`config.mk`:
```
export PLATFORM = sky130hd
export DESIGN_NAME = logic_axi4_stream_queue_generic_flat
export DESIGN_NICKNAME = d
export VERILOG_FILES = /design/src/rtl/logic_axi4_stream_queue_pkg.sv /design/src/rtl/logic_axi4_stream_if.sv /design/src/rtl/logic_axi4_stream_queue_ram.sv /design/src/rtl/logic_axi4_stream_queue_generic.sv /design/src/flat_wrapper.sv
export SDC_FILE = /design/constraint.sdc
export NUM_CORES = 2
export LEC_CHECK = 0
export ABC_AREA = 1
export CAP_MARGIN = 15
export CORE_MARGIN = 2
export CORE_UTILIZATION = 45
export DETAILED_ROUTE_END_ITERATION = 10
export MAX_ROUTING_LAYER = met4
export PLACE_DENSITY_LB_ADDON = 0.15
export SLEW_MARGIN = 20
export SYNTH_ARGS = -nofsm -noshare
export SYNTH_HDL_FRONTEND = slang
export SYNTH_SLANG_ARGS = --single-unit
```
`constraint.sdc`:
```
create_clock -name aclk -period 3.9 [get_ports aclk]
set_input_delay 0.78 -clock aclk [delete_from_list [all_inputs] [get_ports aclk]]
set_output_delay 0.78 -clock aclk [all_outputs]
set_load 0.02 [all_outputs]
```
`src/rtl/logic_axi4_stream_queue_pkg.sv`:
```
// Shared constants and types for the AXI4-Stream queue family.
package logic_axi4_stream_queue_pkg;
  typedef enum logic {
    QUEUE_CUT_THROUGH   = 1'b0,
    QUEUE_STORE_FORWARD = 1'b1
  } queue_mode_e;

  localparam int SKID_DEPTH = 2;
endpackage

```
`src/rtl/logic_axi4_stream_if.sv`:
```
// AXI4-Stream bundle; rx is the sink side, tx the source side.
interface logic_axi4_stream_if #(
  parameter int DATA_WIDTH = 8,
  parameter int USER_WIDTH = 1
);
  logic                  tvalid;
  logic                  tready;
  logic [DATA_WIDTH-1:0] tdata;
  logic [USER_WIDTH-1:0] tuser;
  logic                  tlast;

  modport rx (input tvalid, tdata, tuser, tlast, output tready);
  modport tx (output tvalid, tdata, tuser, tlast, input tready);
endinterface

```
`src/rtl/logic_axi4_stream_queue_ram.sv`:
```
// Simple dual-port RAM: one write port, one registered read port, no reset.
module logic_axi4_stream_queue_ram #(
  parameter  int WIDTH = 8,
  parameter  int DEPTH = 16,
  localparam int AW    = $clog2(DEPTH)
) (
  input  logic             clk_i,
  input  logic             we_i,
  input  logic [AW-1:0]    waddr_i,
  input  logic [WIDTH-1:0] wdata_i,
  input  logic             re_i,
  input  logic [AW-1:0]    raddr_i,
  output logic [WIDTH-1:0] rdata_o
);
  logic [WIDTH-1:0] mem [DEPTH];

  always_ff @(posedge clk_i) begin
    if (we_i) mem[waddr_i] <= wdata_i;
    if (re_i) rdata_o <= mem[raddr_i];
  end
endmodule

```
`src/rtl/logic_axi4_stream_queue_generic.sv`:
```
// AXI4-Stream queue: RAM body plus two-entry output stage, optional
// store-and-forward gating on tlast.
module logic_axi4_stream_queue_generic
  import logic_axi4_stream_queue_pkg::*;
#(
  parameter int CAPACITY      = 256,
  parameter int ADDRESS_WIDTH = $clog2(CAPACITY),
  parameter int PACKET_MODE   = 0,
  parameter int ALMOST_FULL   = CAPACITY - 2,
  parameter int DATA_WIDTH    = 8,
  parameter int USER_WIDTH    = 1
) (
  input  logic                   aclk,
  input  logic                   areset_n,
  logic_axi4_stream_if.rx        rx,
  logic_axi4_stream_if.tx        tx,
  output logic [ADDRESS_WIDTH:0] usedw,
  output logic [ADDRESS_WIDTH:0] packets,
  output logic                   almost_full
);
  localparam int            W   = DATA_WIDTH + USER_WIDTH + 1;
  localparam int            CW  = ADDRESS_WIDTH + 1;
  localparam logic [CW-1:0] CAP = CW'(CAPACITY);
  localparam logic [CW-1:0] AF  = CW'(ALMOST_FULL);
  localparam bit            PKT = (PACKET_MODE == int'(QUEUE_STORE_FORWARD));

  if (CAPACITY < 4 || (CAPACITY & (CAPACITY - 1)) != 0 || ALMOST_FULL < 1 ||
      ALMOST_FULL > CAPACITY || ADDRESS_WIDTH != $clog2(CAPACITY)) begin : g_drc
    $error("logic_axi4_stream_queue_generic: illegal CAPACITY/ALMOST_FULL/ADDRESS_WIDTH");
  end

  logic [W-1:0]                  rx_beat, ram_dout, head_beat;
  logic [ADDRESS_WIDTH-1:0]      wr_ptr_q, wr_ptr_d, rd_ptr_q, rd_ptr_d;
  logic [CW-1:0]                 used_q, used_d, pkt_q, pkt_d, ram_cnt_q, ram_cnt_d;
  logic                          rdy_q, rdy_d, af_q, af_d, fwd_q, fwd_d, rd_vld_q;
  logic [1:0]                    skid_cnt_q, skid_cnt_d;
  logic [SKID_DEPTH-1:0][W-1:0]  skid_q, skid_d;
  logic                          wr, rd, ram_re, head_vld, head_last, push, pop, push_idx;

  assign rx_beat   = {rx.tlast, rx.tuser, rx.tdata};
  assign wr        = rx.tvalid && rdy_q;
  assign rd        = tx.tvalid && tx.tready;

  // The RAM read register acts as an extra output slot, so a beat can leave
  // straight from it without first landing in the skid registers.
  assign head_vld  = (skid_cnt_q != 2'd0) || rd_vld_q;
  assign head_beat = (skid_cnt_q != 2'd0) ? skid_q[0] : ram_dout;
  assign head_last = head_beat[W-1];
  assign ram_re    = (ram_cnt_q != '0) &&
                     (({1'b0, skid_cnt_q} + {2'b00, rd_vld_q}) < 3'(SKID_DEPTH));

  assign rx.tready = rdy_q;
  assign tx.tvalid = head_vld && (!PKT || pkt_q != '0 || fwd_q);
  assign {tx.tlast, tx.tuser, tx.tdata} = head_beat;

  assign usedw       = used_q;
  assign packets     = pkt_q;
  assign almost_full = af_q;

  always_comb begin
    used_d    = used_q + CW'(wr) - CW'(rd);
    pkt_d     = pkt_q + CW'(wr && rx.tlast) - CW'(rd && head_last);
    ram_cnt_d = ram_cnt_q + CW'(wr) - CW'(ram_re);
    wr_ptr_d  = wr_ptr_q + ADDRESS_WIDTH'(wr);
    rd_ptr_d  = rd_ptr_q + ADDRESS_WIDTH'(ram_re);
    rdy_d     = used_d < CAP;
    af_d      = used_d >= AF;
    // Full with no complete packet means an oversize packet: let it stream.
    fwd_d     = PKT && ((fwd_q && !(rd && head_last)) || (used_q == CAP && pkt_q == '0));
  end

  always_comb begin
    skid_d     = skid_q;
    pop        = rd && (skid_cnt_q != 2'd0);
    push       = rd_vld_q && !(rd && skid_cnt_q == 2'd0);
    push_idx   = skid_cnt_q[0] ^ pop;
    if (pop)  skid_d[0] = skid_q[1];
    if (push) skid_d[push_idx] = ram_dout;
    skid_cnt_d = skid_cnt_q + 2'(push) - 2'(pop);
  end

  always_ff @(posedge aclk or negedge areset_n) begin
    if (!areset_n) begin
      wr_ptr_q   <= '0;
      rd_ptr_q   <= '0;
      used_q     <= '0;
      pkt_q      <= '0;
      ram_cnt_q  <= '0;
      rdy_q      <= 1'b0;
      af_q       <= 1'b0;
      fwd_q      <= 1'b0;
      rd_vld_q   <= 1'b0;
      skid_cnt_q <= 2'd0;
    end else begin
      wr_ptr_q   <= wr_ptr_d;
      rd_ptr_q   <= rd_ptr_d;
      used_q     <= used_d;
      pkt_q      <= pkt_d;
      ram_cnt_q  <= ram_cnt_d;
      rdy_q      <= rdy_d;
      af_q       <= af_d;
      fwd_q      <= fwd_d;
      rd_vld_q   <= ram_re;
      skid_cnt_q <= skid_cnt_d;
    end
  end

  always_ff @(posedge aclk) skid_q <= skid_d;

  logic_axi4_stream_queue_ram #(.WIDTH(W), .DEPTH(2 ** ADDRESS_WIDTH)) u_ram (
    .clk_i   (aclk),
    .we_i    (wr),
    .waddr_i (wr_ptr_q),
    .wdata_i (rx_beat),
    .re_i    (ram_re),
    .raddr_i (rd_ptr_q),
    .rdata_o (ram_dout)
  );
endmodule

```
`src/flat_wrapper.sv`:
```
// flat-port wrapper written by rule: the top's interface ports become plain ports
module logic_axi4_stream_queue_generic_flat import logic_axi4_stream_queue_pkg::*;
#(
  parameter int CAPACITY      = 256,
  parameter int ADDRESS_WIDTH = $clog2(CAPACITY),
  parameter int PACKET_MODE   = 0,
  parameter int ALMOST_FULL   = CAPACITY - 2,
  parameter int DATA_WIDTH    = 8,
  parameter int USER_WIDTH    = 1
)
  (aclk, areset_n, usedw, packets, almost_full, rx_tvalid, rx_tdata, rx_tuser, rx_tlast, rx_tready, tx_tvalid, tx_tdata, tx_tuser, tx_tlast, tx_tready);
  logic_axi4_stream_if #(.DATA_WIDTH(DATA_WIDTH), .USER_WIDTH(USER_WIDTH)) rx_i ();
  logic_axi4_stream_if #(.DATA_WIDTH(DATA_WIDTH), .USER_WIDTH(USER_WIDTH)) tx_i ();
  input  logic aclk;
  input  logic areset_n;
  output logic [ADDRESS_WIDTH:0] usedw;
  output logic [ADDRESS_WIDTH:0] packets;
  output logic almost_full;
  input wire logic [$bits(rx_i.tvalid)-1:0] rx_tvalid;
  input wire logic [$bits(rx_i.tdata)-1:0] rx_tdata;
  input wire logic [$bits(rx_i.tuser)-1:0] rx_tuser;
  input wire logic [$bits(rx_i.tlast)-1:0] rx_tlast;
  output wire logic [$bits(rx_i.tready)-1:0] rx_tready;
  output wire logic [$bits(tx_i.tvalid)-1:0] tx_tvalid;
  output wire logic [$bits(tx_i.tdata)-1:0] tx_tdata;
  output wire logic [$bits(tx_i.tuser)-1:0] tx_tuser;
  output wire logic [$bits(tx_i.tlast)-1:0] tx_tlast;
  input wire logic [$bits(tx_i.tready)-1:0] tx_tready;
  assign rx_i.tvalid = rx_tvalid;
  assign rx_i.tdata = rx_tdata;
  assign rx_i.tuser = rx_tuser;
  assign rx_i.tlast = rx_tlast;
  assign rx_tready = rx_i.tready;
  assign tx_tvalid = tx_i.tvalid;
  assign tx_tdata = tx_i.tdata;
  assign tx_tuser = tx_i.tuser;
  assign tx_tlast = tx_i.tlast;
  assign tx_i.tready = tx_tready;
  logic_axi4_stream_queue_generic #(.CAPACITY(CAPACITY), .ADDRESS_WIDTH(ADDRESS_WIDTH), .PACKET_MODE(PACKET_MODE), .ALMOST_FULL(ALMOST_FULL), .DATA_WIDTH(DATA_WIDTH), .USER_WIDTH(USER_WIDTH)) u_core (.aclk(aclk), .areset_n(areset_n), .rx(rx_i), .tx(tx_i), .usedw(usedw), .packets(packets), .almost_full(almost_full));
endmodule
```
=== Yosys cells after proc, flatten, opt, wreduce, memory -nomap -nowiden ===
Memory sizes are Yosys's and may differ from the RTL's. A register that Yosys moved wholly into a read port is not among the register bits.
Cells that the tools add are included.

* Output and inout bits: 31
* Word-level logic and storage cells: 51
* Memories kept: 1
* Bits in writable memories: 2560
* Bits in registers: 68

{| class="wikitable"
|+ Memory list
! name !! depth !! width !! rd ports !! clocked after Yosys merged registers in !! wr ports !! line !! RTL
|-
| u_core.u_ram.mem || 256 || 10 || 1 || 1 || 1 || logic_axi4_stream_queue_ram.sv:15 || <nowiki>logic [WIDTH-1:0] mem [DEPTH];</nowiki>
|}

* Bitwise logic cells: 1
* Muxes and demuxes: 8
* Reductions and logical operators: 14
* $add $sub $neg: 11
* Order comparisons: 5

{| class="wikitable"
|+ Operator list
! cell !! count
|-
| 10-bit 2-to-1 mux || 4
|-
| 9-bit by 1-bit adder with 9-bit output || 3
|-
| 9-bit by 1-bit subtractor with 9-bit output || 3
|-
| 20-bit bitwise mux || 1
|-
| 8-bit by 1-bit adder with 8-bit output || 2
|-
| 10-bit demux with 1-bit select || 1
|-
| 9-bit by 8-bit >= comparator with 1-bit output, second input constant || 1
|-
| 1-bit logical AND || 9
|-
| 9-bit < comparator, second input constant || 1
|-
| 9-bit nonzero test || 1
|-
| 2-bit by 1-bit adder with 3-bit output || 1
|-
| 3-bit by 2-bit < comparator with 1-bit output, second input constant || 1
|-
| 2-bit by 1-bit adder with 2-bit output || 1
|-
| 2-bit logical NOT || 1
|-
| 1-bit by 2-bit < comparator with 1-bit output, second input constant || 1
|-
| 1-bit 2-to-1 mux || 2
|-
| 2-bit nonzero test || 1
|-
| 2-bit by 1-bit subtractor with 2-bit output || 1
|-
| 1-bit >= comparator, second input constant || 1
|-
| 1-bit logical NOT || 1
|-
| 1-bit logical OR || 1
|-
| 1-bit XOR || 1
|}

=== Depth between registers and ports, before layout ===
* Depth in word-level cells: 11
* Depth in mapped cells: 19

=== Modules after synthesis ===
Synthesis repeated with hierarchy kept, for this count alone.

* Cells, all modules: 9080
* Area, all modules: 107599.4 um^2

{| class="wikitable"
|+ By module, submodules not included
! module !! instances !! area an instance (um^2) !! cells each
|-
| logic_axi4_stream_queue_ram || 1 || 103818.3 || 8656
|-
| logic_axi4_stream_queue_generic || 1 || 3781.1 || 424
|}

=== Worst setup path before layout ===
No wires, ideal clock.

* Path kind: register to register
* From: register u_core.skid_cnt_q[0]
* To: register u_core.pkt_q[8], in the netlist u_core.packets[8]
* Buffers on the path: 1
* Cell stages (with the launch flop): 20
* Arrival time: 2.828 ns
* Slack: 0.993 ns
* Cells stage by stage: dfrtp_1 nor2_1 clkbuf_1 nand2_1 o21ai_0 nor2_1 ha_1 inv_1 ha_1 fa_1 nand3_1 nand3_1 nand2_1 nand2_1 nand2_1 nand2_1 nand2_1 nand2_1 a21oi_1 xor2_1

* Longest elaborated chain between the ends: 5
* Elaborated cells between the ends (all ways): 6
* Those cells by class: 1 x add/sub; 1 x mux; 4 x reduce/logical

{| class="wikitable"
|+ RTL lines
! what !! line !! RTL
|-
| from (decl) || logic_axi4_stream_queue_generic.sv:36 || <nowiki>logic [1:0] skid_cnt_q, skid_cnt_d;</nowiki>
|-
| from (signal assigned) || logic_axi4_stream_queue_generic.sv:104 || <nowiki>skid_cnt_q <= skid_cnt_d;</nowiki>
|-
| 2-bit nonzero test * || logic_axi4_stream_queue_generic.sv:46, logic_axi4_stream_queue_generic.sv:47 ||
|-
| 1-bit logical OR || logic_axi4_stream_queue_generic.sv:46 || <nowiki>assign head_vld = (skid_cnt_q != 2'd0) || rd_vld_q;</nowiki>
|-
| 1-bit logical AND || logic_axi4_stream_queue_generic.sv:42 || <nowiki>assign rd = tx.tvalid && tx.tready;</nowiki>
|-
| 1-bit logical AND * || logic_axi4_stream_queue_generic.sv:62 || <nowiki>pkt_d = pkt_q + CW'(wr && rx.tlast) - CW'(rd && head_last);</nowiki>
|-
| 9-bit by 1-bit subtractor with 9-bit output * || logic_axi4_stream_queue_generic.sv:62 ||
|-
| net u_core.pkt_d[8] || logic_axi4_stream_queue_generic.sv:34 || <nowiki>logic [CW-1:0] used_q, used_d, pkt_q, pkt_d, ram_cnt_q, ram_cnt_d;</nowiki>
|-
| to (signal assigned) || logic_axi4_stream_queue_generic.sv:98 || <nowiki>pkt_q <= pkt_d;</nowiki>
|-
| to (decl) || logic_axi4_stream_queue_generic.sv:34 ||
|}

The timed path passes the listed nets; every way through them passes the cells marked *.
A chain may end at the register's enable or synchronous reset.

=== Final worst setup path ===
* From: register u_core.skid_cnt_q[0]
* To: output port tx_tdata[6]

* Longest elaborated chain between the ends: 2

{| class="wikitable"
|+ RTL lines
! what !! line !! RTL
|-
| 2-bit nonzero test || logic_axi4_stream_queue_generic.sv:47 || <nowiki>assign head_beat = (skid_cnt_q != 2'd0) ? skid_q[0] : ram_dout;</nowiki>
|-
| 10-bit 2-to-1 mux || logic_axi4_stream_queue_generic.sv:47 ||
|-
| to (decl) || flat_wrapper.sv:25 || <nowiki>output wire logic [$bits(tx_i.tdata)-1:0] tx_tdata;</nowiki>
|}

No other way between the ends.

==> metrics <==
status=finished clean; layout cells sized above 1=0.09251; Initial Util=0.4534; Max-Cap Viols=0; vias in the first global route=70.12k; slew at the pin with the worst max-slew slack=1055 ps; final period utilization=0.9178; RSZ-0062 raised after global routing=no; total power=0.09092 W; Core Area=0.2412 mm2; setup violators final=0; DR vias/cell=5.476; WL final=315.2 mm; clock period minus worst slack=3579 ps; P_leak=46.84 nW; R2R Setup Slk=roughly 700 ps; Synth cell types=35; CP Data Required Time=3120 ps; Max IR drop VDD=slightly above 1 mV; synthesis-to-finish area growth=14.21%; placer congestion estimate=0.9235; Post-synth EDFFs=2580; clk buf depth=4; critical path startpoint category=flip-flop; CTS Buf Count=roughly 300; Post-Synth Adder-Cell Area=0.004668; Filler cells=20.96k; Hold Crit Class=primary input to flip-flop; slew margin rel.=0.2967; syn avg cell area=11.29 um2; main combinational cell family by area after synthesis=simple AND/OR/NAND/NOR gates; Synth Instances=9690; Congestion Overflow GR=0; crit-path cells=nor2_1 > buf_4 > mux2_2 > clkdlybuf4s50_1; Overall Global Routing Usage=0.2586; Pwr Density=728.0 mW/mm2; IO buf count=44; Post-synth top cells=nand2_1, edfxtp_1, nand3_1; post-synthesis mux area share=0.0009268; most numerous cell in the Yosys netlist=nand2_1; post-synthesis async set-or-reset flop share=0.01820; PnR worst setup slack=320.7 ps; maximum clock rate=279.4 MHz; Max Slew Vio Count=0; critical path class=flip-flop to output port; H-tree depth=5; routed len/inst=23.60 um; Die H=497.0 um; final net count=roughly 10k; skew final=54.70 ps; routed via count=73.16k; die area=0.2470 mm2; DRC viols=0; Crit path largest cell delay=540 ps; Synth Area in Simple Gates=0.2048; Pre-Repair DR Iteration Count=7; prevailing post-synth register cell=edfxtp_1; syn nets=around 10k; CP Capture Type=output port; Hold Vio Cnt, Final=0; Yosys top cell area share=0.7085; R2R Path Start=u_core.rd_ptr_q[0]; DRT iter0 DRCs=8425; Setup WS pre-CTS=534.4 ps; XOR/XNOR Fraction of Synth Area=0.002883; DRT antenna net count=0; Root Driver=clkbuf_16; Resize count post-CTS=0; clock sinks=2638; Multi-input gate area=about 0.026 mm2; clk slew on worst S/H paths=60 ps; setup TNS=0 ps; Seq cells post-synth=2638; Ys Warns=0; Synth Area in Compound Gates=0.02484; Finished Core Util=0.5178; TritonCTS clock tree=done; mapped cell area=roughly 0.11 mm2; hpwl dp=184.6 mm; worst-skew pair later-pin latency=930 ps; min-delay src=rx_tdata[7]; # IOs=45; Synth area leader=edfxtp_1; Worst R2R End=u_core.u_ram.rdata_o[8]; Worst Path Arrival=2800 ps; register area=0.07889 mm2; largest net degree at the start of global routing=155; Row Count=180; first-pass GRT wire length=~460 mm; CTS Hold Bufs=1; initial antenna violation count=10; die span in x=497.0 um; hold depth=1; WHS Endpoint=u_core.u_ram.mem[58][7]; post-synthesis sequential area ratio=0.7213; CP max FO=9; Slowest cell on crit path=clkdlybuf4s50_1; Worst Reg-to-Reg Cells=13; postcts setup bufs=0; Area contributors post-synth=edfxtp_1, nand2_1, nand3_1, nor2_1, inv_1
[area by class of cell]
class | count | area share
inverter | 467 | 0.01433
antenna | 1 | 0.00002004
sequential | 2638 | 0.6317
clock buffer | 365 | 0.06223
timing repair buffer | 569 | 0.04278
multi-input combinational | 6001 | 0.2087
tap | 3185 | 0.03191
clock inverter | 132 | 0.008365
[how the worst max path moves through the flow]
stage | from | end | slack, ps | cells after the start
detailed placement | tx_tready | u_core.packets[8] | 530 | 17
CTS | u_core.skid_cnt_q[0] | tx_tdata[7] | 240 | 4
finish | u_core.skid_cnt_q[0] | tx_tdata[6] | 320 | 4
global route | u_core.skid_cnt_q[0] | tx_tuser | 190 | 4
global placement | tx_tready | u_core.packets[8] | 320 | 17
floorplan | u_core.skid_cnt_q[0] | u_core.packets[8] | 990 | 19
[state kept, by name, indices dropped and copies added (netlist names)]
register	flops
u_core.almost_full	1
u_core.packets	9
u_core.ram_cnt_q	9
u_core.rd_ptr_q	8
u_core.rd_vld_q	1
u_core.rx.tready	1
u_core.skid_cnt_q	2
u_core.skid_q	20
u_core.u_ram.mem	2560
u_core.u_ram.rdata_o	10
u_core.usedw	9
u_core.wr_ptr_q	8
[metal layers]
| metal | vias to the layer above | global-route usage | wire length [um] | part of all wire |
|---|---|---|---|---|
| li1 | 33730 | - | - | - |
| met3 | 577 | 0.03253 | 22090 | 0.070 |
| met5 | - | - | 0 | 0 |
| met2 | 2660 | 0.4006 | 147600 | 0.47 |
| met4 | 0 | 0.08136 | 10510 | 0.033 |
| met1 | 36190 | 0.3579 | 135000 | 0.43 |
[layout by cell type (no fill, tap or decap), drive strengths merged]
master         netlist  final
nand2             3063   3063
edfxtp            2580   2580
nand3             1547   1547
nor2               802    802
buf                353    535
inv                463    469
clkbuf             231    365
o21ai              209    209
a21oi              140    140
clkinv               4    111
o211ai              82     82
dfrtp               48     48
ha                  36     36
a21boi              35     35
clkdlybuf4s50        0     33
xor2                32     32
bufinv               0     18
nor3                13     13
a31oi               10     10
dfxtp               10     10
mux2                 9      9
or2                  9      9
xnor2                4      4
fa                   3      3
nand4                2      2
o22ai                2      2
diode                0      1
o31ai                1      1
and2                 1      1
a221oi               1      1
clkinvlp             0      1
dlygate4sd3          0      1
[where the power goes]
group / internal (W) / switching (W) / leakage [nW]
logic: 0.00911 / 0.0234 / 18.7
clock network: 0.0152 / 0.0108 / 4.33
registers: 0.0319 / 0.000536 / 23.8
[critical path: cells and delay by family (launching register included)]
| kind | cells | cell delay [ps] |
|---|---|---|
| flip-flops | 1 | 390 |
| AND/OR/NAND/NOR | 1 | 300 |
| buffers and inverters | 2 | 800 |
| multiplexers | 1 | 380 |
[metrics by stage]
step	cells	hold slack, ps	area, um2
finish	13360	157.3	124900
global route	13360	120.7	124900
CTS	13360	109.8	124900
detailed placement	12860	465.2	116100
global placement	12860	458.3	116100
floorplan	9690	444.7	109400
[logic make-up (layout without fill, tap and decap cells)]
group	after synthesis	count (layout)
xor gates and xnor gates	36	36
muxes	9	9
adders and majority gates	39	39
buffers and inverters	1051	1533
other	0	1
and+or+nand+nor	5437	5437
AOI/OAI and AO/OA	480	480
DFF	2638	2638
No activity file was read; power rests on OpenSTA's default activity.
